==> src/rtl/sd_frame_muxer.sv <==
// Transmit-side frame assembler: header, optional CRC16, side info and main data
// are serialised into one registered valid/ready byte stream.
module sd_frame_muxer #(
  parameter int SIDE_MONO   = 17,
  parameter int SIDE_STEREO = 32,
  parameter int FS_W        = 11
) (
  input  logic            clk,
  input  logic            rst,
  input  logic            hdr_iv,
  output logic            hdr_ready,
  input  logic [31:0]     hdr_word,
  input  logic [15:0]     crc_word,
  input  logic            prot,
  input  logic [1:0]      mode,
  input  logic [FS_W-1:0] frame_size,
  input  logic [7:0]      si_din,
  input  logic            si_iv,
  output logic            si_ready,
  input  logic [7:0]      md_din,
  input  logic            md_iv,
  output logic            md_ready,
  output logic [7:0]      d_out,
  output logic            d_ov,
  input  logic            d_ready,
  output logic [FS_W-1:0] byte_counter,
  output logic            busy,
  output logic            frame_done,
  output logic            size_err
);

  typedef enum logic [2:0] {IDLE, HDR, CRC, SIDE, MAIN, DRAIN} state_t;

  state_t          state, state_nx;
  logic [FS_W-1:0] cnt, cnt_nx;
  logic [23:0]     hdr_r;
  logic [15:0]     crc_r;
  logic            prot_r;
  logic [FS_W-1:0] side_len_r, main_len_r;
  logic [FS_W-1:0] side_len_in, ovh_in;
  logic            can_load, hs, load, accept, reject, done;
  logic [7:0]      load_byte;

  assign can_load  = !d_ov || d_ready;
  assign hs        = d_ov && d_ready;
  assign hdr_ready = (state == IDLE);
  assign busy      = (state != IDLE);
  assign si_ready  = (state == SIDE) && can_load;
  assign md_ready  = (state == MAIN) && can_load;

  always_comb begin
    side_len_in = (mode == 2'b11) ? FS_W'(SIDE_MONO) : FS_W'(SIDE_STEREO);
    ovh_in      = side_len_in + (prot ? FS_W'(4) : FS_W'(6));
  end

  always_ff @(posedge clk or negedge rst) begin
    if (!rst) begin
      state <= IDLE;
      cnt   <= '0;
    end else begin
      state <= state_nx;
      cnt   <= cnt_nx;
    end
  end

  // The first header byte is loaded on the accepting edge; DRAIN keeps the
  // block busy until the last loaded byte has actually been handed off.
  always_comb begin
    state_nx  = state;
    cnt_nx    = cnt;
    load      = 1'b0;
    load_byte = '0;
    accept    = 1'b0;
    reject    = 1'b0;
    done      = 1'b0;
    case (state)
      IDLE: begin
        if (hdr_iv) begin
          if (frame_size < ovh_in) begin
            reject = 1'b1;
          end else begin
            accept    = 1'b1;
            load      = 1'b1;
            load_byte = hdr_word[31:24];
            state_nx  = HDR;
            cnt_nx    = FS_W'(3);
          end
        end
      end
      HDR: begin
        if (can_load) begin
          load = 1'b1;
          case (cnt[1:0])
            2'd3:    load_byte = hdr_r[23:16];
            2'd2:    load_byte = hdr_r[15:8];
            default: load_byte = hdr_r[7:0];
          endcase
          if (cnt == FS_W'(1)) begin
            if (prot_r) begin
              state_nx = SIDE;
              cnt_nx   = side_len_r;
            end else begin
              state_nx = CRC;
              cnt_nx   = FS_W'(2);
            end
          end else begin
            cnt_nx = cnt - FS_W'(1);
          end
        end
      end
      CRC: begin
        if (can_load) begin
          load      = 1'b1;
          load_byte = cnt[1] ? crc_r[15:8] : crc_r[7:0];
          if (cnt == FS_W'(1)) begin
            state_nx = SIDE;
            cnt_nx   = side_len_r;
          end else begin
            cnt_nx = cnt - FS_W'(1);
          end
        end
      end
      SIDE: begin
        if (si_iv && si_ready) begin
          load      = 1'b1;
          load_byte = si_din;
          if (cnt == FS_W'(1)) begin
            if (main_len_r != '0) begin
              state_nx = MAIN;
              cnt_nx   = main_len_r;
            end else begin
              state_nx = DRAIN;
            end
          end else begin
            cnt_nx = cnt - FS_W'(1);
          end
        end
      end
      MAIN: begin
        if (md_iv && md_ready) begin
          load      = 1'b1;
          load_byte = md_din;
          if (cnt == FS_W'(1)) state_nx = DRAIN;
          else                 cnt_nx   = cnt - FS_W'(1);
        end
      end
      DRAIN: begin
        if (hs) begin
          state_nx = IDLE;
          done     = 1'b1;
        end
      end
      default: state_nx = IDLE;
    endcase
  end

  always_ff @(posedge clk or negedge rst) begin
    if (!rst) begin
      d_out        <= '0;
      d_ov         <= 1'b0;
      byte_counter <= '0;
      frame_done   <= 1'b0;
      size_err     <= 1'b0;
      hdr_r        <= '0;
      crc_r        <= '0;
      prot_r       <= 1'b0;
      side_len_r   <= '0;
      main_len_r   <= '0;
    end else begin
      frame_done <= done;
      size_err   <= reject;
      if (accept) begin
        hdr_r        <= hdr_word[23:0];
        crc_r        <= crc_word;
        prot_r       <= prot;
        side_len_r   <= side_len_in;
        main_len_r   <= frame_size - ovh_in;
        byte_counter <= '0;
      end else if (hs) begin
        byte_counter <= byte_counter + FS_W'(1);
      end
      if (load) begin
        d_out <= load_byte;
        d_ov  <= 1'b1;
      end else if (hs) begin
        d_ov <= 1'b0;
      end
    end
  end

endmodule

==> config.mk <==
export PLATFORM = sky130hd
export DESIGN_NAME = sd_frame_muxer
export DESIGN_NICKNAME = d
export VERILOG_FILES = /design/src/rtl/sd_frame_muxer.sv
export SDC_FILE = /design/constraint.sdc
export NUM_CORES = 1
export LEC_CHECK = 0
export CAP_MARGIN = 40
export CORE_AREA = 2 2 84 126
export CTS_CLUSTER_SIZE = 20
export DETAILED_ROUTE_END_ITERATION = 8
export DIE_AREA = 0 0 86 128
export PLACE_DENSITY = 0.79
export SYNTH_ARGS = -nofsm -noshare
export SYNTH_HDL_FRONTEND = slang
export SYNTH_SLANG_ARGS = --single-unit
==> constraint.sdc <==
create_clock -name clk -period 3.55 [get_ports clk]
set_input_delay 0.355 -clock clk [delete_from_list [all_inputs] [get_ports clk]]
set_output_delay 0.355 -clock clk [all_outputs]
set_load 0.01 [all_outputs]
==> results.ini, run 1 <==
[final_layout]
antenna_cells = 0
mostFrequentLayoutCell = nand2_1
multiInputGateArea_sq_um = 2477
seq_area_sq_um = 2252
final_net_count = 772
fill_cells = 876
final_cell_mix = nand2_1, clkdlybuf4s50_1, dfrtp_1
final_util_pct = 64.44
layout-drive-gt1-share_pct = 5.547
syn_to_final_growth_pct = 30.64

[power_and_ir_drop]
pwr_density_cell_nw_per_um2 = 776.1
p_leak_uw = 0.002931
irDropWorstVdd_uv = 373.3

[status]
status = finished clean

[critical_path]
crit_fanout = 19
cp.arrival_ns = 2.86
cp-startpoint = mode[1]
max_stage_delay_ns = 0.45
crit_top_cell = o21ai_0
startpoint_type = primary input
end_kind = flip-flop
cp_num_buf_inv = 3
crit_chain = clkdlybuf4s50_1 -> nand2_1 -> inv_1 -> ha_1 -> or3_1 -> a221oi_1 -> o21ai_0 -> o211ai_1 -> buf_4 -> mux2i_1 -> o21ai_0
cp_top_family = compound AO/OA/AOI/OAI gates
worstSetupPathType = in2reg
required_ns = 3.76
slowest_stage = clkdlybuf4s50_1
r2r-start = state[2]$_DFFE_PN0P_

[global_routing]
overflow = 0
grt_pass1_wl_mm = 22.34
antenna_found_initial = 0
first_global_vias = 4589
grt_max_degree = 66
grtUsageTotal_pct = 26.23

[floorplanning]
die_area_sq_um = 11010
rows = 45
initial_core_util_pct = 49.33
num_io_pins = 110
die_h_um = 128
core_area_sq_um = 9966
die_x_um = 86

[yosys]
synth_warnings = 0
yosysSeqAreaShare_pct = 45.81
netlist-cell-type-count = 61
synth_xor_area_share_pct = 3.741
synth_flop_cell = dfrtp_1
synth_top_area_share_pct = 45.81
synth_edf_count = 0
ys_ff_latch = 90
netlist_instances = 582
synth_area_leaders = dfrtp_1, nand2_1, o21ai_0
yosys.area_share.simple_pct = 24.82
syn_avg_cell_area_sq_um = 8.447
synth-compound-area-share_pct = 16.29
synth_top_area_cell = dfrtp_1
muxShareOfSynthArea_pct = 3.105
async_reset_ff_share_pct = 100.0
synthAdderAreaFrac_pct = 2.189
synth_top_family_by_area = simple AND/OR/NAND/NOR gates
synth_fp_nets = 674
syn_area_sq_um = 4916

[clock_tree]
post_cts_resize_count = 0
clkSlewWorstSetupHoldPaths_ns = 0.06
insertion_delay_ns = 0.34
clkSinkCount = 90
post_cts_buffers = 0
clockBufferDepth = 2
cts_hold_buf = 0
root_buffer = clkbuf_16
cts_buffers = 9
h-tree-depth = 3
cts_tree = done

[routing]
top_layer_used = met4
vias = 4566
postRouteAntennaNets = 0
wl_met1_mm = 5.365
drtPass1Iterations = 5
vias_per_cell = 5.693
post_drt_wl_per_cell_um = 17.67
drt_iter0_drc = 250
dr_wl_met2_mm = 7.588
wl_mm = 14.17
drc_errors = 0
met3_length_um = 552

[sta]
fin_crit_sh_pct = 74.68
finClkSkew_ns = 0.01103
finalSetupTns_ns = 0
setup_viol = 0
worst_slew_pin_slew_ns = 0.8679
maxSlewViolCount = 0
rsz0062_at_grt = false
min_period_ns = 2.651
max_freq_mhz = 377.2
max-slew-margin-rel_pct = 41.66
hold_viol = 0

[placed_design]
portBuffers = 109
hpwl_mm = 10.57
gp_congestion = 0.9177

[flow_run]
drv_cap = 0

[min_path]
hp-class = in2async

final cells by class:
class	count	share of cell area, %
Timing Repair Buffer	118	18.39
Sequential cell	90	35.07
Tap cell	117	2.279
Clock buffer	12	3.838
Multi-Input combinational cell	443	38.57
Clock inverter	4	0.7988
Inverter	18	1.052
cells in the mapped netlist (all sizes together), types with 6 or more instances:
| master | n |
|---|---|
| nor4 | 7 |
| inv | 17 |
| nor2b | 7 |
| or3 | 8 |
| ha | 7 |
| xnor2 | 10 |
| a222oi | 8 |
| nand3 | 8 |
| clkbuf | 18 |
| nor2 | 44 |
| o21ai | 42 |
| o22ai | 8 |
| a22o | 9 |
| buf | 13 |
| nor3 | 7 |
| nand2 | 171 |
| dfrtp | 90 |
| xor2 | 11 |
| and3 | 6 |
| o211ai | 10 |
| a21oi | 25 |
| mux2i | 13 |
state kept, by name, summed over array words and instances, names as in the netlist:
name          count
prot_r            1
byte_counter     11
size_err          1
hdr_r            24
state             3
d_ov              1
side_len_r        2
frame_done        1
d_out             8
cnt              11
main_len_r       11
crc_r            16
worst paths after layout:
check	endpoint	slack (ns)	depth (start not counted)
max in group asynchronous	cnt[0]$_DFFE_PN0P_	2.72	2
max reg2reg	cnt[7]$_DFFE_PN0P_	0.95	7
min in group clk	crc_r[8]$_DFFE_PN0N_	0.48	2
max	cnt[6]$_DFFE_PN0P_	0.90	11
min	hdr_r[21]$_DFFE_PN0N_	0.0008	1
min reg2reg	crc_r[8]$_DFFE_PN0N_	0.48	2
cells by family after synthesis:
logic type                 Yosys count
AOI/OAI and AO/OA                  123
muxes                               15
xor gates and xnor gates            21
adders and majority gates            8
DFF                                 90
buffers and inverters               49
and+or+nand+nor                    276
power breakdown:
group	switching, uW	leakage (uW)	internal (uW)
Clock	381	0.000143	565
Sequential	364	0.00114	1450
Combinational	1250	0.00165	977
Total	1990	0.00293	2990
routing by layer:
layer / vias to the layer above / track usage (%)
li1: 2191 / -
met1: 2190 / 29.16
met5: - / 0
met4: 0 / 14.75
met3: 46 / 4.443
met2: 139 / 46.60
per-stage QoR:
step                hold slack, ns  setup WS (ns)  power [uW]  instances  instance area, sq um
finish                   0.0008151         0.8990        4984        802                  6422
global route               0.02640         0.6767        5330        802                  6422
CTS                       0.003736         0.9059        4992        802                  6422
detailed placement          0.3614         0.5613        4020        786                  6125
global placement            0.3580         0.6115        3958        786                  6125
floorplan                  0.05941         0.9605        3216        582                  4916
(Power assumes the default switching activity.)
==> run 2: changes to the inputs <==
clock period = 2.55 ns   (was 3.55 ns; I/O delays follow)
==> results.ini, run 2 (synthesis gave the netlist of run 1 again) <==
[sta]
rsz0062_at_grt = false
hold_viol = 0  ; unchanged
worst_slew_pin_slew_ns = 0.7040  ; -0.1639 ns
holdWs_ns = 0.4389  ; +0.4381 ns
finClkSkew_ns = 0.003931  ; -0.007096 ns
min_period_ns = 2.428
max-slew-margin-rel_pct = 53.07  ; +11 points
maxSlewViolCount = 0  ; unchanged
max_freq_mhz = 411.9
setup_viol = 0  ; unchanged
fin_crit_sh_pct = 95.22
timing.final.ws_setup_ns = 0.1219  ; -0.7771 ns

[clock_tree]
root_buffer = clkbuf_16
cts_buffers = 9  ; unchanged
h-tree-depth = 3  ; unchanged
clkSlewWorstSetupHoldPaths_ns = 0.06  ; about the same
clockBufferDepth = 2  ; unchanged
clkSinkCount = 90  ; unchanged
insertion_delay_ns = 0.34  ; about the same
cts_tree = done
post_cts_buffers = 0  ; unchanged

[power_and_ir_drop]
p_leak_uw = 0.003069  ; +4.7%
irDropWorstVdd_uv = 560.3  ; +50%
pwr_density_cell_nw_per_um2 = 1071  ; +38%
power.total_uw = 7100  ; +42%

[critical_path]
crit_fanout = 9  ; -10
required_ns = 2.75  ; -1.01 ns
cp.arrival_ns = 2.63  ; -0.23 ns
startpoint_type = flip-flop
end_kind = flip-flop
worstSetupPathType = reg2reg

[final_layout]
instances_no_fill = 829  ; +3.4%
reg_top3 = hdr_r (24), crc_r (16)
final_net_count = 801  ; +3.8%
largest_register_ffs = 24  ; unchanged
max_flop_register = hdr_r
final_cell_mix = nand2_1, clkdlybuf4s50_1, dfrtp_1
design_area_sq_um = 6629  ; +3.2%
layout-drive-gt1-share_pct = 9.129  ; +3.6 points
syn_to_final_growth_pct = 34.84
mostFrequentLayoutCell = nand2_1
antenna_cells = 0  ; unchanged

[routing]
vias_per_cell = 5.727  ; +0.60%
drtPass1Iterations = 6  ; +1
drc_errors = 0  ; unchanged
postRouteAntennaNets = 0  ; unchanged
vias = 4748  ; +4.0%
wl_mm = 14.43  ; +1.8%
drt_iter0_drc = 387  ; +55%
post_drt_wl_per_cell_um = 17.41  ; -1.5%

[global_routing]
grt_pass1_wl_mm = 23.36  ; +4.6%
first_global_vias = 4846  ; +5.6%
overflow = 0  ; unchanged
grt_max_degree = 56  ; -15%
antenna_found_initial = 0  ; unchanged
grtUsageTotal_pct = 27.32  ; +1.1 points

[placed_design]
placed_area_sq_um = 6335  ; +3.4%
portBuffers = 109  ; unchanged
dp.cells = 814  ; +3.6%
gp_congestion = 0.9230  ; +0.58%
dp_slack_ns = -0.3068  ; -0.8681 ns
hpwl_mm = 10.92  ; +3.4%

[floorplanning]
rows = 45  ; unchanged
core_area_sq_um = 9966  ; unchanged
die_x_um = 86  ; unchanged
die_area_sq_um = 11010  ; unchanged
die_h_um = 128  ; unchanged
num_io_pins = 110  ; unchanged
initial_core_util_pct = 49.33  ; unchanged

[status]
status = finished clean

[min_path]
hp-class = in2reg

[flow_run]
drv_cap = 0  ; unchanged

[run 2: changes by cell type in the layout (fill, tap and decap cells not counted), sizes merged]
cell         previous run  this run
dlygate4sd3             0         1
clkinv                  3         2
buf                    10        38
clkbuf                 12        11
[run 2: routing by layer]
| metal | up-vias | GRT usage (%) | share of wire, % |
|---|---|---|---|
| met5 | - | 0 | 0 |
| li1 | 2248 | - | - |
| met1 | 2295 | 31.57 | 39 |
| met4 | 0 | 15.69 | 4.3 |
| met3 | 41 | 3.670 | 4.2 |
| met2 | 164 | 47.74 | 53 |
[run 2: critical path: stages (launching register included)]
cell	delay (ns)
dfrtp_1	0.38
buf_4	0.16
inv_1	0.17
ha_1	0.38
nor2_1	0.22
a21oi_1	0.33
o22ai_1	0.16
a222oi_1	0.32
o211ai_1	0.15
[run 2: what timing repair did]
item,4_1_cts,5_1_grt
hold endpoints to repair,35,0
gates resized for setup,0,3
setup endpoints to repair,0,39
hold buffers,1,0
[run 2: power by group]
| part | switching [uW] | internal (uW) | leakage, uW |
|---|---|---|---|
| clock | 530 | 747 | 0.000131 |
| combinational | 1820 | 1500 | 0.00180 |
| sequential | 479 | 2020 | 0.00114 |
| total | 2830 | 4270 | 0.00307 |
[run 2: final cells by class]
cell class,instances,area (sq um)
timing repair buffer,147,1401
multi-input combinational,443,2486
fill,826,3337
clock buffer,11,232.7
clock inverter,3,42.54
tap,117,146.4
sequential,90,2252
inverter,18,67.56
[run 2: final timing paths]
kind | from | to | slack [ns] | cells past startpoint
setup reg to reg | cnt[0]$_DFFE_PN0P_ | d_out[5]$_DFFE_PN0P_ | 0.12 | 8
max in group asynchronous | rst | hdr_r[4]$_DFFE_PN0N_ | 1.39 | 3
hold reg to reg | crc_r[5]$_DFFE_PN0N_ | crc_r[5]$_DFFE_PN0N_ | 0.48 | 2
min in group asynchronous | rst | cnt[8]$_DFFE_PN0P_ | 0.51 | 2
setup / recovery | cnt[0]$_DFFE_PN0P_ | d_out[5]$_DFFE_PN0P_ | 0.12 | 8
hold / removal | hdr_word[12] | hdr_r[12]$_DFFE_PN0N_ | 0.44 | 3
[run 2: through the flow]
step / TNS (ns) / utilization (%)
6_report: 0 / 66.52
5_1_grt: 0 / 66.52
4_1_cts: 0 / 66.43
3_5_place_dp: -20.72 / 63.57
3_3_place_gp: -12.34 / 63.57
2_1_floorplan: 0 / -
==> run 3: changes to the inputs <==
RECOVER_POWER = 50   (was unset)
==> results.ini, run 3 (synthesis gave the netlist of run 1 again) <==
[status]
status = finished clean

[critical_path]
end_kind = flip-flop
startpoint_type = flip-flop
crit_chain = buf_4 -> inv_1 -> ha_1 -> nor2_1 -> a21oi_1 -> o22ai_1 -> a222oi_1 -> o211ai_1
cp_top_family = compound AO/OA/AOI/OAI gates
crit_fanout = 9  ; unchanged
rr_worst_depth = 8  ; unchanged
max_stage_delay_ns = 0.39  ; about the same
worstSetupPathType = reg2reg
path_depth = 8  ; unchanged
slowest_stage = dfrtp_1
cp.arrival_ns = 2.68  ; +0.05 ns
required_ns = 2.75  ; about the same
cp_num_buf_inv = 2  ; unchanged

[routing]
vias_per_cell = 5.758  ; +0.53%
wl_mm = 14.40  ; -0.20%
vias = 4773  ; +0.53%
drtPass1Iterations = 7  ; +1
drc_errors = 0  ; unchanged
drt_iter0_drc = 407  ; +5.2%
postRouteAntennaNets = 0  ; unchanged
post_drt_wl_per_cell_um = 17.37  ; -0.20%

[floorplanning]
initial_core_util_pct = 49.33  ; unchanged
rows = 45  ; unchanged
core_area_sq_um = 9966  ; unchanged
die_x_um = 86  ; unchanged
num_io_pins = 110  ; unchanged
die_h_um = 128  ; unchanged
die_area_sq_um = 11010  ; unchanged

[clock_tree]
root_buffer = clkbuf_16
insertion_delay_ns = 0.34  ; about the same
h-tree-depth = 3  ; unchanged
clockBufferDepth = 2  ; unchanged
cts_tree = done
clkSlewWorstSetupHoldPaths_ns = 0.06  ; about the same
clkSinkCount = 90  ; unchanged
cts_buffers = 9  ; unchanged

[sta]
rsz0062_at_grt = false
hold_viol = 0  ; unchanged
maxSlewViolCount = 0  ; unchanged
fin_crit_sh_pct = 97.48  ; +2.3 points
max_freq_mhz = 402.3  ; -2.3%
worst_slew_pin_slew_ns = 1.329  ; +0.6252 ns
min_period_ns = 2.486  ; +0.05757 ns
max-slew-margin-rel_pct = 11.39  ; -42 points
finClkSkew_ns = 0.004397  ; +0.0004656 ns
setup_viol = 0  ; unchanged
holdWs_ns = 0.4400  ; +0.001105 ns

[placed_design]
gp_congestion = 0.9230  ; unchanged
dp.cells = 814  ; unchanged
portBuffers = 109  ; unchanged
hpwl_mm = 10.92  ; unchanged

[power_and_ir_drop]
irDropWorstVdd_uv = 562.3  ; +0.35%
power.total_uw = 7056  ; -0.62%
pwr_density_cell_nw_per_um2 = 1069  ; -0.24%
p_leak_uw = 0.003080  ; +0.37%

[final_layout]
reg_top3 = hdr_r (24), crc_r (16)
max_flop_register = hdr_r
syn_to_final_growth_pct = 34.33
layout-drive-gt1-share_pct = 8.848  ; -0.28 points
antenna_cells = 0  ; unchanged
instances_no_fill = 829  ; unchanged
largest_register_ffs = 24  ; unchanged
mostFrequentLayoutCell = nand2_1
final_net_count = 801  ; unchanged
final_cell_mix = nand2_1, clkdlybuf4s50_1, dfrtp_1

[global_routing]
grt_pass1_wl_mm = 23.36  ; unchanged
first_global_vias = 4846  ; unchanged
grtUsageTotal_pct = 27.32  ; unchanged
overflow = 0  ; unchanged
grt_max_degree = 56  ; unchanged
antenna_found_initial = 0  ; unchanged

[min_path]
hp-class = in2reg
whs_path_depth = 3  ; unchanged

[flow_run]
drv_cap = 0  ; unchanged

run 3: final timing paths:
path	from	end	slack, ns
min	hdr_word[12]	hdr_r[12]$_DFFE_PN0N_	0.44
max in group asynchronous	rst	crc_r[14]$_DFFE_PN0N_	0.44
max	cnt[0]$_DFFE_PN0P_	d_out[5]$_DFFE_PN0P_	0.06
min in group asynchronous	rst	cnt[8]$_DFFE_PN0P_	0.76
min reg2reg	crc_r[5]$_DFFE_PN0N_	crc_r[5]$_DFFE_PN0N_	0.48
max reg2reg	cnt[0]$_DFFE_PN0P_	d_out[5]$_DFFE_PN0P_	0.06
run 3: report_power, final:
| group | switching [uW] | internal, uW | total (uW) |
|---|---|---|---|
| sequential | 473 | 2020 | 2490 |
| combinational | 1810 | 1470 | 3280 |
| clock | 532 | 748 | 1280 |
| total | 2820 | 4240 | 7060 |
run 3: repair_timing:
item                                   4_1_cts  5_1_grt
resized for setup                            0        3
hold buffers                                 1        0
endpoints found under the hold margin       35        0
setup buffers                                0        0
setup endpoints to repair                    0       39
run 3: cell type report:
| cell class | count | area [sq um] |
|---|---|---|
| Tap cell | 117 | 146.4 |
| Clock buffer | 11 | 232.7 |
| Inverter | 18 | 67.56 |
| Clock inverter | 3 | 42.54 |
| Sequential cell | 90 | 2252 |
| Timing Repair Buffer | 147 | 1376 |
| Fill cell | 833 | 3362 |
| Multi-Input combinational cell | 443 | 2486 |
run 3: per-layer routing:
layer,GRT usage (%),wire [um],vias up
li1,-,-,2248
met1,31.57,5503,2303
met2,47.74,7667,181
met3,3.670,644,41
met4,15.69,588,0
met5,0,0,-
run 3: through the flow:
step	cell area [sq um]	util [%]	setup WS [ns]	TNS, ns
after floorplan	4917	-	0.03691	0
after global placement	6335	63.57	-0.2005	-12.34
after detailed placement	6335	63.57	-0.3068	-20.72
after CTS	6620	66.43	0.03863	0
after global routing	6604	66.26	0.01161	0
final	6604	66.26	0.06437	0
run 3: worst register-to-register path, cell delays in order (launching register included):
cell	delay, ns
dfrtp_1	0.39
buf_4	0.16
inv_1	0.17
ha_1	0.39
nor2_1	0.22
a21oi_1	0.34
o22ai_1	0.17
a222oi_1	0.36
o211ai_1	0.16
==> variant (settings of run 3) <==
The parameter `FS_W` goes from 11 to 15.
--- a/src/rtl/sd_frame_muxer.sv
+++ b/src/rtl/sd_frame_muxer.sv
@@ -3,7 +3,7 @@
 module sd_frame_muxer #(
   parameter int SIDE_MONO   = 17,
   parameter int SIDE_STEREO = 32,
-  parameter int FS_W        = 11
+  parameter int FS_W        = 15
 ) (
   input  logic            clk,
   input  logic            rst,
Interface: changed (resized byte_counter and frame_size); port bits go from 110 to 118. No check against the original RTL was run, so the function may have changed too.
==> variant against run 3 <==
Routed wire length up 13%. Non-clock buffer count up 17. Area after synthesis up 15%. Total power up 6.0%. Largest cell class unchanged. Design area up 14%. Count of clock-buffer cells in the layout down 2. Worst setup slack worse by 0.020 ns. Clock skew up 0.0031 ns. Sequential cell count up 12.
==> variant: results (changes against run 3) <==
stage;metric;value;unit;change
drt;Pre-Repair DR Iteration Count;5;;-2
logic_synthesis;Synth Net Count;749;;+11%
drt;DR vias;5410;;+13%
logic_synthesis;sequential-to-total area share from yosys stat;0.451;;-0.00710
logic_synthesis;synth top area cells;dfrtp_1, nand2_1, o21ai_0;;
outcome;status;complete, no violations;;
setup_path;CP arrival;2.73;ns;+0.05 ns
power;Lkg Pwr;3.46;nW;+12%
logic_synthesis;number of flops mapped to enable cells by yosys;0;;unchanged
grt;vias in the first global route;5503;;+14%
setup_path;cell family with most CP delay;simple AND/OR/NAND/NOR gates;;
logic_synthesis;library cells used by synthesis;62;;+1.6%
logic_synthesis;synthesized-area fraction occupied by adder cells;0.0208;;-0.00111
drt;max layer used;met4;;
logic_synthesis;synth cell count leaders;nand2_1, dfrtp_1, nor2_1;;
timing;relative slew slack;0.108;;-0.00604
drt;met3 wire length;711;um;+10%
drt;Iteration-0 DRC Markers;343;;-16%
logic_synthesis;Synth Area in XOR/XNOR;0.0433;;+0.00592
power;maximum vdd drop;0.000579;V;+3.0%
cells_and_area;layout cell share with drive strength beyond 1;0.110;;+0.0218
logic_synthesis;mux cell area share after synthesis;0.0416;;+0.0105
drt;routed length on met2;8790;um;+15%
place;DP Area;7220;sq um;+14%
place;HPWL after DPL;12600;um;+15%
place;# port buffers;117;;+7.3%
drt;met1 WL;6090;um;+11%
grt;first-pass GRT wire length;26500;um;+13%
place;pre-CTS WS;-0.121;ns;+0.186 ns
setup_path;delay of the slowest critical-path stage;0.48;ns;+0.09 ns
drt;wire length per cell;17.8;um;+2.5%
timing;Setup Skew;0.00752;ns;+0.00312 ns
setup_path;CP max FO;7;;-2
grt;Total GRT Usage;0.307;;+0.0337
cells_and_area;FILL cells;723;;-13%
cells_and_area;nets@finish;890;;+11%
logic_synthesis;Synth Area in Compound Gates;0.166;;+0.00293
place;RePlAce Congestion;0.941;;+2.0%
min_path;Hold Crit Class;primary input to flop;;
grt;largest net degree at the start of global routing;53;;-5.4%
grt;initial antenna violation count;0;;unchanged
==> variant: cell count changes in the layout (fill, tap and decap cells not counted), moves of 7 or more <==
| cell | run 3 | this run |
|---|---|---|
| dfrtp_1 | 90 | 102 |
| nor2_1 | 44 | 55 |
| buf_4 | 33 | 40 |
| nor3_1 | 6 | 22 |
| o211ai_1 | 10 | 2 |
| mux2_2 | 1 | 12 |
| clkdlybuf4s50_1 | 96 | 104 |
| nand2_1 | 171 | 158 |
| o31ai_1 | 1 | 12 |
==> variant: worst paths after layout <==
kind	start	endpoint	slack [ns]	cells past startpoint
worst min register to register	crc_r[2]$_DFFE_PN0N_	crc_r[2]$_DFFE_PN0N_	0.48	2
worst min-delay path	hdr_word[10]	hdr_r[10]$_DFFE_PN0N_	0.43	3
worst max register to register	cnt[1]$_DFFE_PN0P_	cnt[1]$_DFFE_PN0P_	0.04	7
max in group asynchronous	rst	hdr_r[20]$_DFFE_PN0N_	0.47	3
worst max-delay path	cnt[1]$_DFFE_PN0P_	cnt[1]$_DFFE_PN0P_	0.04	7
min in group asynchronous	rst	frame_done$_DFF_PN0_	0.75	2
==> variant: kinds of logic (layout without fill, tap and decap cells) <==
kind of cell	after synthesis	count (layout)
compound gates	139	139
xor+xnor	28	28
fa+ha+maj	9	9
buf+inv	55	200
flops	102	102
mux	22	22
simple gates	298	298
==> variant: routing by layer <==
layer,track usage,vias to the layer above
met1,0.349,2621
met5,0,-
li1,-,2554
met4,0.144,0
met2,0.552,185
met3,0.0509,50
==> variant: power by group <==
group          internal [mW]  switching [mW]  total (mW)
Combinational           1.55            1.82        3.37
Clock                  0.756           0.603        1.36
Sequential              2.23           0.525        2.75
Total                   4.53            2.95        7.48
==> variant: timing repair <==
| item | 4_1_cts | 5_1_grt |
|---|---|---|
| gates resized for setup | 0 | 5 |
| endpoints found under the hold margin | 50 | 0 |
| buffers inserted | 0 | 0 |
| hold buffers | 1 | 0 |
| setup endpoints to repair | 0 | 17 |
==> variant: per-stage QoR <==
stage	hold slack, ns	utilization	total power, mW	std cells
2_1_floorplan	-0.0406	-	4.77	653
3_3_place_gp	0.332	0.724	5.93	899
3_5_place_dp	0.344	0.724	6.08	899
4_1_cts	0.424	0.754	7.45	915
5_1_grt	0.451	0.755	7.96	915
6_report	0.431	0.755	7.48	915
==> variant: final cells by class <==
type | instances | area (sq um) | area share
Multi-Input combinational cell | 496 | 2890 | 0.384
Sequential cell | 102 | 2550 | 0.339
Timing Repair Buffer | 164 | 1570 | 0.208
Clock buffer | 9 | 225 | 0.0299
Tap cell | 117 | 146 | 0.0195
Inverter | 21 | 78.8 | 0.0105
Clock inverter | 6 | 62.6 | 0.00832
